### src/rtl/mem_port_arbiter.sv
// Arbiter sharing one single-port memory between instruction fetch and load/store.
// Data accesses win over fetches; a stuck memory is aborted after TIMEOUT busy cycles.
module mem_port_arbiter #(
  parameter int ADDR_W  = 32,
  parameter int DATA_W  = 32,
  parameter int TIMEOUT = 16
) (
  input  logic              clk,
  input  logic              nrst,
  input  logic              i_req,
  input  logic [ADDR_W-1:0] i_addr,
  output logic [DATA_W-1:0] i_rdata,
  output logic              i_ack,
  input  logic              d_ren,
  input  logic              d_wen,
  input  logic [ADDR_W-1:0] d_addr,
  input  logic [DATA_W-1:0] d_wdata,
  output logic [DATA_W-1:0] d_rdata,
  output logic              d_ack,
  output logic              m_ren,
  output logic              m_wen,
  output logic [ADDR_W-1:0] m_addr,
  output logic [DATA_W-1:0] m_wdata,
  input  logic [DATA_W-1:0] m_rdata,
  input  logic              m_busy,
  output logic              stall,
  output logic              err
);

  localparam int CNT_W = (TIMEOUT > 1) ? $clog2(TIMEOUT) : 1;
  localparam logic [CNT_W-1:0] CNT_LAST = CNT_W'(TIMEOUT - 1);

  typedef enum logic [1:0] {
    IDLE,
    FETCH,
    DATA
  } state_t;

  state_t           state;
  logic [CNT_W-1:0] busy_cnt;
  logic             d_pending;
  logic             i_pending;
  logic             timeout_hit;
  logic             done;

  // A port whose ack is high this cycle has already been served; its held
  // request must neither stall the CPU nor be granted again.
  assign d_pending   = (d_ren | d_wen) & ~d_ack;
  assign i_pending   = i_req & ~i_ack;
  assign stall       = d_pending | i_pending;

  assign timeout_hit = m_busy & (busy_cnt == CNT_LAST);
  assign done        = ~m_busy | timeout_hit;

  always_ff @(posedge clk) begin
    if (!nrst) begin
      state    <= IDLE;
      busy_cnt <= '0;
      i_ack    <= 1'b0;
      d_ack    <= 1'b0;
      err      <= 1'b0;
      m_ren    <= 1'b0;
      m_wen    <= 1'b0;
      m_addr   <= '0;
      m_wdata  <= '0;
      i_rdata  <= '0;
      d_rdata  <= '0;
    end else begin
      i_ack <= 1'b0;
      d_ack <= 1'b0;
      err   <= 1'b0;
      case (state)
        IDLE: begin
          busy_cnt <= '0;
          if (d_pending) begin
            state   <= DATA;
            m_addr  <= d_addr;
            m_wdata <= d_wdata;
            m_wen   <= d_wen;
            m_ren   <= ~d_wen;
          end else if (i_pending) begin
            state  <= FETCH;
            m_addr <= i_addr;
            m_ren  <= 1'b1;
            m_wen  <= 1'b0;
          end
        end
        FETCH, DATA: begin
          if (done) begin
            state <= IDLE;
            m_ren <= 1'b0;
            m_wen <= 1'b0;
            err   <= timeout_hit;
            if (state == FETCH) begin
              i_ack   <= 1'b1;
              i_rdata <= timeout_hit ? '0 : m_rdata;
            end else begin
              d_ack <= 1'b1;
              // Stores return nothing, so the last load result is kept.
              if (!m_wen) d_rdata <= timeout_hit ? '0 : m_rdata;
            end
          end else begin
            busy_cnt <= busy_cnt + 1'b1;
          end
        end
        default: state <= IDLE;
      endcase
    end
  end

endmodule

### config.mk
export PLATFORM = sky130hd
export DESIGN_NAME = mem_port_arbiter
export DESIGN_NICKNAME = d
export VERILOG_FILES = /design/src/rtl/mem_port_arbiter.sv
export SDC_FILE = /design/constraint.sdc
export NUM_CORES = 1
export LEC_CHECK = 0
export ABC_CLOCK_PERIOD_IN_PS = 1900
export BUFFER_PORTS_ARGS = -buffer_cell sky130_fd_sc_hd__buf_2
export CAP_MARGIN = 20
export CORE_MARGIN = 10
export CORE_UTILIZATION = 30
export CTS_CLUSTER_DIAMETER = 200
export DETAILED_ROUTE_END_ITERATION = 10
export HOLD_SLACK_MARGIN = 0.15
export PLACE_DENSITY_LB_ADDON = 0.05
export RECOVER_POWER = 25
export SYNTH_ARGS = -nofsm -noshare
export SYNTH_HDL_FRONTEND = slang
export SYNTH_SLANG_ARGS = --single-unit
### constraint.sdc
create_clock -name clk -period 1.9 [get_ports clk]
set_input_delay 0.38 -clock clk [delete_from_list [all_inputs] [get_ports clk]]
set_output_delay 0.38 -clock clk [all_outputs]
set_load 0.05 [all_outputs]
After elaboration in Yosys (flattened, before gate mapping)
Index checks and enable logic that the tools add are counted.
Storage, ports and cells
  register bits: 139
  input bits: 134
  output and inout bits: 134
Cells by class
  add/sub/neg operators: 1
  equal/unequal tests: 6
  multiplexer cells: 18
  bitwise gates (word level): 12
  reduce and logical (&&, ||, !) cells: 12
Operators by type and width (number)
  $mux W32: 3
  $reduce_and A3 Y1: 3
  $pmux W4 S2: 1
  $reduce_and A2 Y1: 4
  $mux W1: 7
  $mux W2: 3
  $not A1 Y1: 6
  $add A4 B1 Y4 const B: 1
  $eq A4 B4 Y1 const B: 1
  $mux W4: 1
  $ne A2 B2 Y1 const B: 2
  $pmux W1 S2: 2
  $pmux W2 S2: 1
  $reduce_and A4 Y1: 1
  $reduce_bool A2 Y1: 2
  $and A1 B1 Y1: 3
  $ne A3 B3 Y1 const B: 1
  $or A1 B1 Y1: 3
  $eq A2 B1 Y1 const B: 1
  $eq A2 B2 Y1 const B: 1
  $logic_not A2 Y1: 1
  $reduce_or A2 Y1: 1

Logic depth before layout (Yosys ltp)
  word-level depth: 5
  gate-level depth with buffers: 8
  depth with buffers taken out: 5

Worst setup path after synthesis
No wires, ideal clock.
  kind: register to output
  from: register d_ack
  to: output port stall
  arrival time: 1.465 ns
  path slack: 0.055 ns
  stages on the path, launching flop included: 4
  buffers on the path: 1
  cells stage by stage: dfxtp_1 -> o21bai_4 -> clkbuf_1 -> nand2_1
Between the ends
  word-level cells in the longest chain between the ends: 3
Ends and longest elaborated chain
  start: declaration: line 19  | output logic d_ack,
  start signal: assignment: line 60  | d_ack <= 1'b0;
  start signal: assignment: line 70  | d_ack <= 1'b0;
  start signal: assignment: line 98  | d_ack <= 1'b1;
  $not A1 Y1: line 48  | assign d_pending = (d_ren | d_wen) & ~d_ack;
  $and A1 B1 Y1: line 48
  $or A1 B1 Y1: line 50  | assign stall = d_pending | i_pending;
  end: declaration: line 26  | output logic stall,
Every way passes these cells.

Final worst setup path
  from: register busy_cnt[0]
  to: register d_rdata[30]
Between the ends
  word-level cells in the longest chain between the ends: 4
  elaborated cells between the ends (all ways): 5
  classes of those cells: eq/ne: 1; mux: 1; bitwise: 2; reduce/logical: 1
Ends and longest elaborated chain
  start: declaration: line 40  | logic [CNT_W-1:0] busy_cnt;
  start signal: assignment: line 103  | busy_cnt <= busy_cnt + 1'b1;
  $eq A4 B4 Y1 *: line 52  | assign timeout_hit = m_busy & (busy_cnt == CNT_LAST);
  $and A1 B1 Y1 *: line 52
  $or A1 B1 Y1: line 53  | assign done = ~m_busy | timeout_hit;
  $reduce_and A4 Y1 (no source line)
  end signal: assignment: line 100  | if (!m_wen) d_rdata <= timeout_hit ? '0 : m_rdata;
  end: declaration: line 18  | output logic [DATA_W-1:0] d_rdata,
Mark *: on every way between the ends. The rest lies on a longest branch, timed or not.
A chain may end at the register's enable or synchronous reset.

==> key figures <==
Placement
  • Dpl cells: 1070
  • I/O Buffers: between 200 and 300
  • Hpwl dp: roughly 15 mm
  • RD Place Congestion: around 0.8

Clock tree
  • CTS Hold Bufs: 0
  • Clk_lat worst skew: roughly 0.42 ns
  • Total clock buffers created by CTS: 17
  • Sink Count: roughly 140
  • Root Driver: clkbuf_16
  • Clock buffer depth: 2
  • CTS clk-pin slew, worst paths: ~0.06 ns
  • H-tree levels: 4
  • CTS tree: built
  • Setup bufs post-CTS: 0

Cells and area
  • Fill cells: 1933
  • Layout cells sized above 1: about a third
  • Non-Filler Instances: between 1000 and 1500
  • Antenna cells: 0
  • Area Overhead vs Synth: 35.3%
  • Final nets: ~990

Routing
  • Routed vias: 5689
  • ANT nets after route: 0
  • Drt first-iter violations: between 200 and 250
  • Final WL: about 21 mm
  • First-pass iteration count of the detailed router: 4
  • WL per Instance: about 19 µm
  • DRC: 0
  • DR vias/cell: roughly 5.2

Timing
  • Hold slack: about 0.18 ns
  • Relative slew slack: 55.1%
  • F_max: 0.568 GHz
  • Slew Limit Fails: 0
  • Final setup fails: 0
  • Worst-margin pin slew: 0.677 ns
  • Post-layout minimum cycle time: 1.76 ns
  • Setup Skew: between 0.009 and 0.01 ns
  • RSZ-0062 raised after global routing: false
  • Final worst-path cycle share: 92.6%
  • Final Hold Fails: 0
  • Total negative slack: 0 ns

Power
  • IR drop worst, VDD: approximately 640 µV
  • Power per cell area: between 1000 and 1500 mW/mm²
  • Leak: 0.00336 µW
  • Pwr Total: between 10000 and 15000 µW

GRT
  • Total global-route track usage: 16.3%
  • Global-route wire length before repair: roughly 32 mm
  • Total grt overflow: 0
  • Pin count of the biggest net entering global routing: between 70 and 80
  • Vias in the first global route: a little under 6000
  • Initial antenna violation count: 1

Yosys
  • Avg Cell Area, Syn: 9.17 µm²
  • EDFF count, synth: 0
  • Post-synth ARST share: 0%
  • Yosys top cell area share: between 40% and 50%
  • Synth warn: 0
  • Post-synth top flop: dfxtp_1
  • Post-Syn Instances: roughly 620
  • Sequential share of the synthesized area: 49.1%
  • Yosys cell types: 46
  • Syn_nets: 755
  • Synth area leader: dfxtp_1
  • Synth top area cells: dfxtp_1 (49%), nand2_1 (8.9%), a32o_2 (5.4%), a311oi_1 (4.9%), a211oi_1 (4.2%)
  • #FFs+latches synth: between 100 and 150
  • Mapped Area: around 0.0057 mm²

Worst setup path
  • Critical path launch point type: flip-flop
  • RR Endpoint: d_rdata[30]
  • R2R cell count: 4
  • Critical Path RT: between 2 and 2.5 ns
  • Flop-to-flop setup slack: 0.14 ns
  • Critical path class: reg2reg
  • Worst Path Max Fanout: 16
  • Critical path startpoint: busy_cnt[0]
  • Critical Path AT: approximately 2.1 ns
  • Setup crit end kind: flip-flop
  • R2R Path Start: busy_cnt[0]

Run status
  • Outcome: finished, final reports clean

Floorplanning
  • Die W: around 160 µm
  • Die area: 0.0248 mm²
  • Num rows: 50
  • Die H: 157 µm
  • Core area: 0.0186 mm²
  • Io pins: 268
  • Initial cell density of the core: a little under a third

Worst hold path
  • Hold Path End: i_rdata[30]
  • Min-delay src: m_rdata[30]
  • Hold depth: 3
  • Hold Crit Class: in2reg

Job
  • Max cap viols: 0
==> where the power goes <==
part           internal, µW  leakage, µW  switching (µW)
Combinational           792      0.00192            2330
Clock                  2240     0.000303            1320
Sequential             3270      0.00114             192
Total                  6300      0.00336            3840
==> synth_stat cells, types with 15 or more instances <==
library cell / instances
dfxtp_1: 139
a211oi_1: 32
o21ai_0: 32
a311oi_1: 32
a32o_2: 27
clkbuf_1: 20
nand3_1: 36
nand2_1: 135
buf_4: 15
a21oi_1: 37
buf_2: 15
o21ai_1: 32
==> what timing repair did <==
item,in CTS,in global routing
resized for setup,1,2
cloned,1,0
setup endpoints to repair,32,32
==> worst max path at each step <==
| stage | end | slack, ns | depth (start not counted) |
|---|---|---|---|
| floorplan | stall | 0.06 | 3 |
| global placement | d_rdata[10] | -0.05 | 4 |
| detailed placement | d_rdata[31] | -0.12 | 4 |
| CTS | d_rdata[29] | 0.05 | 5 |
| global route | busy_cnt[0] | 0.03 | 5 |
| finish | d_rdata[30] | 0.14 | 4 |
==> cells by family (layout without fill, tap and decap cells) <==
kind of cell,Yosys count,after routing,synth area share [%]
muxes,1,1,0.177
DFF,139,139,49.1
AOI/OAI and AO/OA,215,216,27.6
and+or+nand+nor,189,189,14.6
adders and majority gates,3,3,0.662
buffers and inverters,71,321,7.88
==> routing by layer <==
layer	wire length, µm	up-vias	GRT usage [%]
met5	7	-	0
met4	176	2	4.01
met3	2150	14	7.56
met2	9810	203	26.0
met1	8760	2726	19.4
li1	-	2744	-
==> layout make-up <==
class | instances | area, µm² | area share, %
Clock inverter | 14 | 193 | 2.51
Inverter | 5 | 18.8 | 0.245
Multi-Input combinational cell | 409 | 2480 | 32.3
Timing Repair Buffer | 284 | 1470 | 19.1
Tap cell | 234 | 293 | 3.82
Clock buffer | 18 | 439 | 5.73
Sequential cell | 139 | 2780 | 36.3
==> layout by cell type, fill, tap and decap left out, drive strengths merged, types with 2 or more instances in the layout <==
| cell | n |
|---|---|
| a211oi | 32 |
| a21oi | 37 |
| a311oi | 32 |
| a32o | 32 |
| and3 | 2 |
| and4b | 2 |
| buf | 217 |
| bufinv | 4 |
| clkbuf | 85 |
| clkinv | 5 |
| clkinvlp | 3 |
| dfxtp | 139 |
| ha | 3 |
| inv | 7 |
| nand2 | 135 |
| nand2b | 3 |
| nand3 | 36 |
| nor2 | 2 |
| nor2b | 2 |
| o211a | 2 |
| o211ai | 6 |
| o21ai | 64 |
| o21ba | 2 |
| or3 | 2 |
==> critical path, stage by stage, from the launching register on <==
cell and delay [ns]:
dfxtp_1 0.34, ha_1 0.27, and3_2 0.31, o211ai_4 0.52, a32o_2 0.26
==> stage by stage <==
step	worst slack [ns]	utilization [%]	cell area (µm²)
3_3_place_gp	-0.0514	38.1	7100
5_1_grt	0.0293	41.1	7670
2_1_floorplan	0.0551	-	5670
3_5_place_dp	-0.120	38.1	7100
4_1_cts	0.0475	41.6	7750
6_report	0.140	41.1	7670
==> state kept, by name, indices dropped and copies added, names as in the netlist <==
signal	count
d_rdata	32
i_ack	1
state	2
m_ren	1
err	1
i_rdata	32
m_wdata	32
d_ack	1
m_addr	32
busy_cnt	4
m_wen	1
Note: power is estimated with default switching activity, not from simulation.
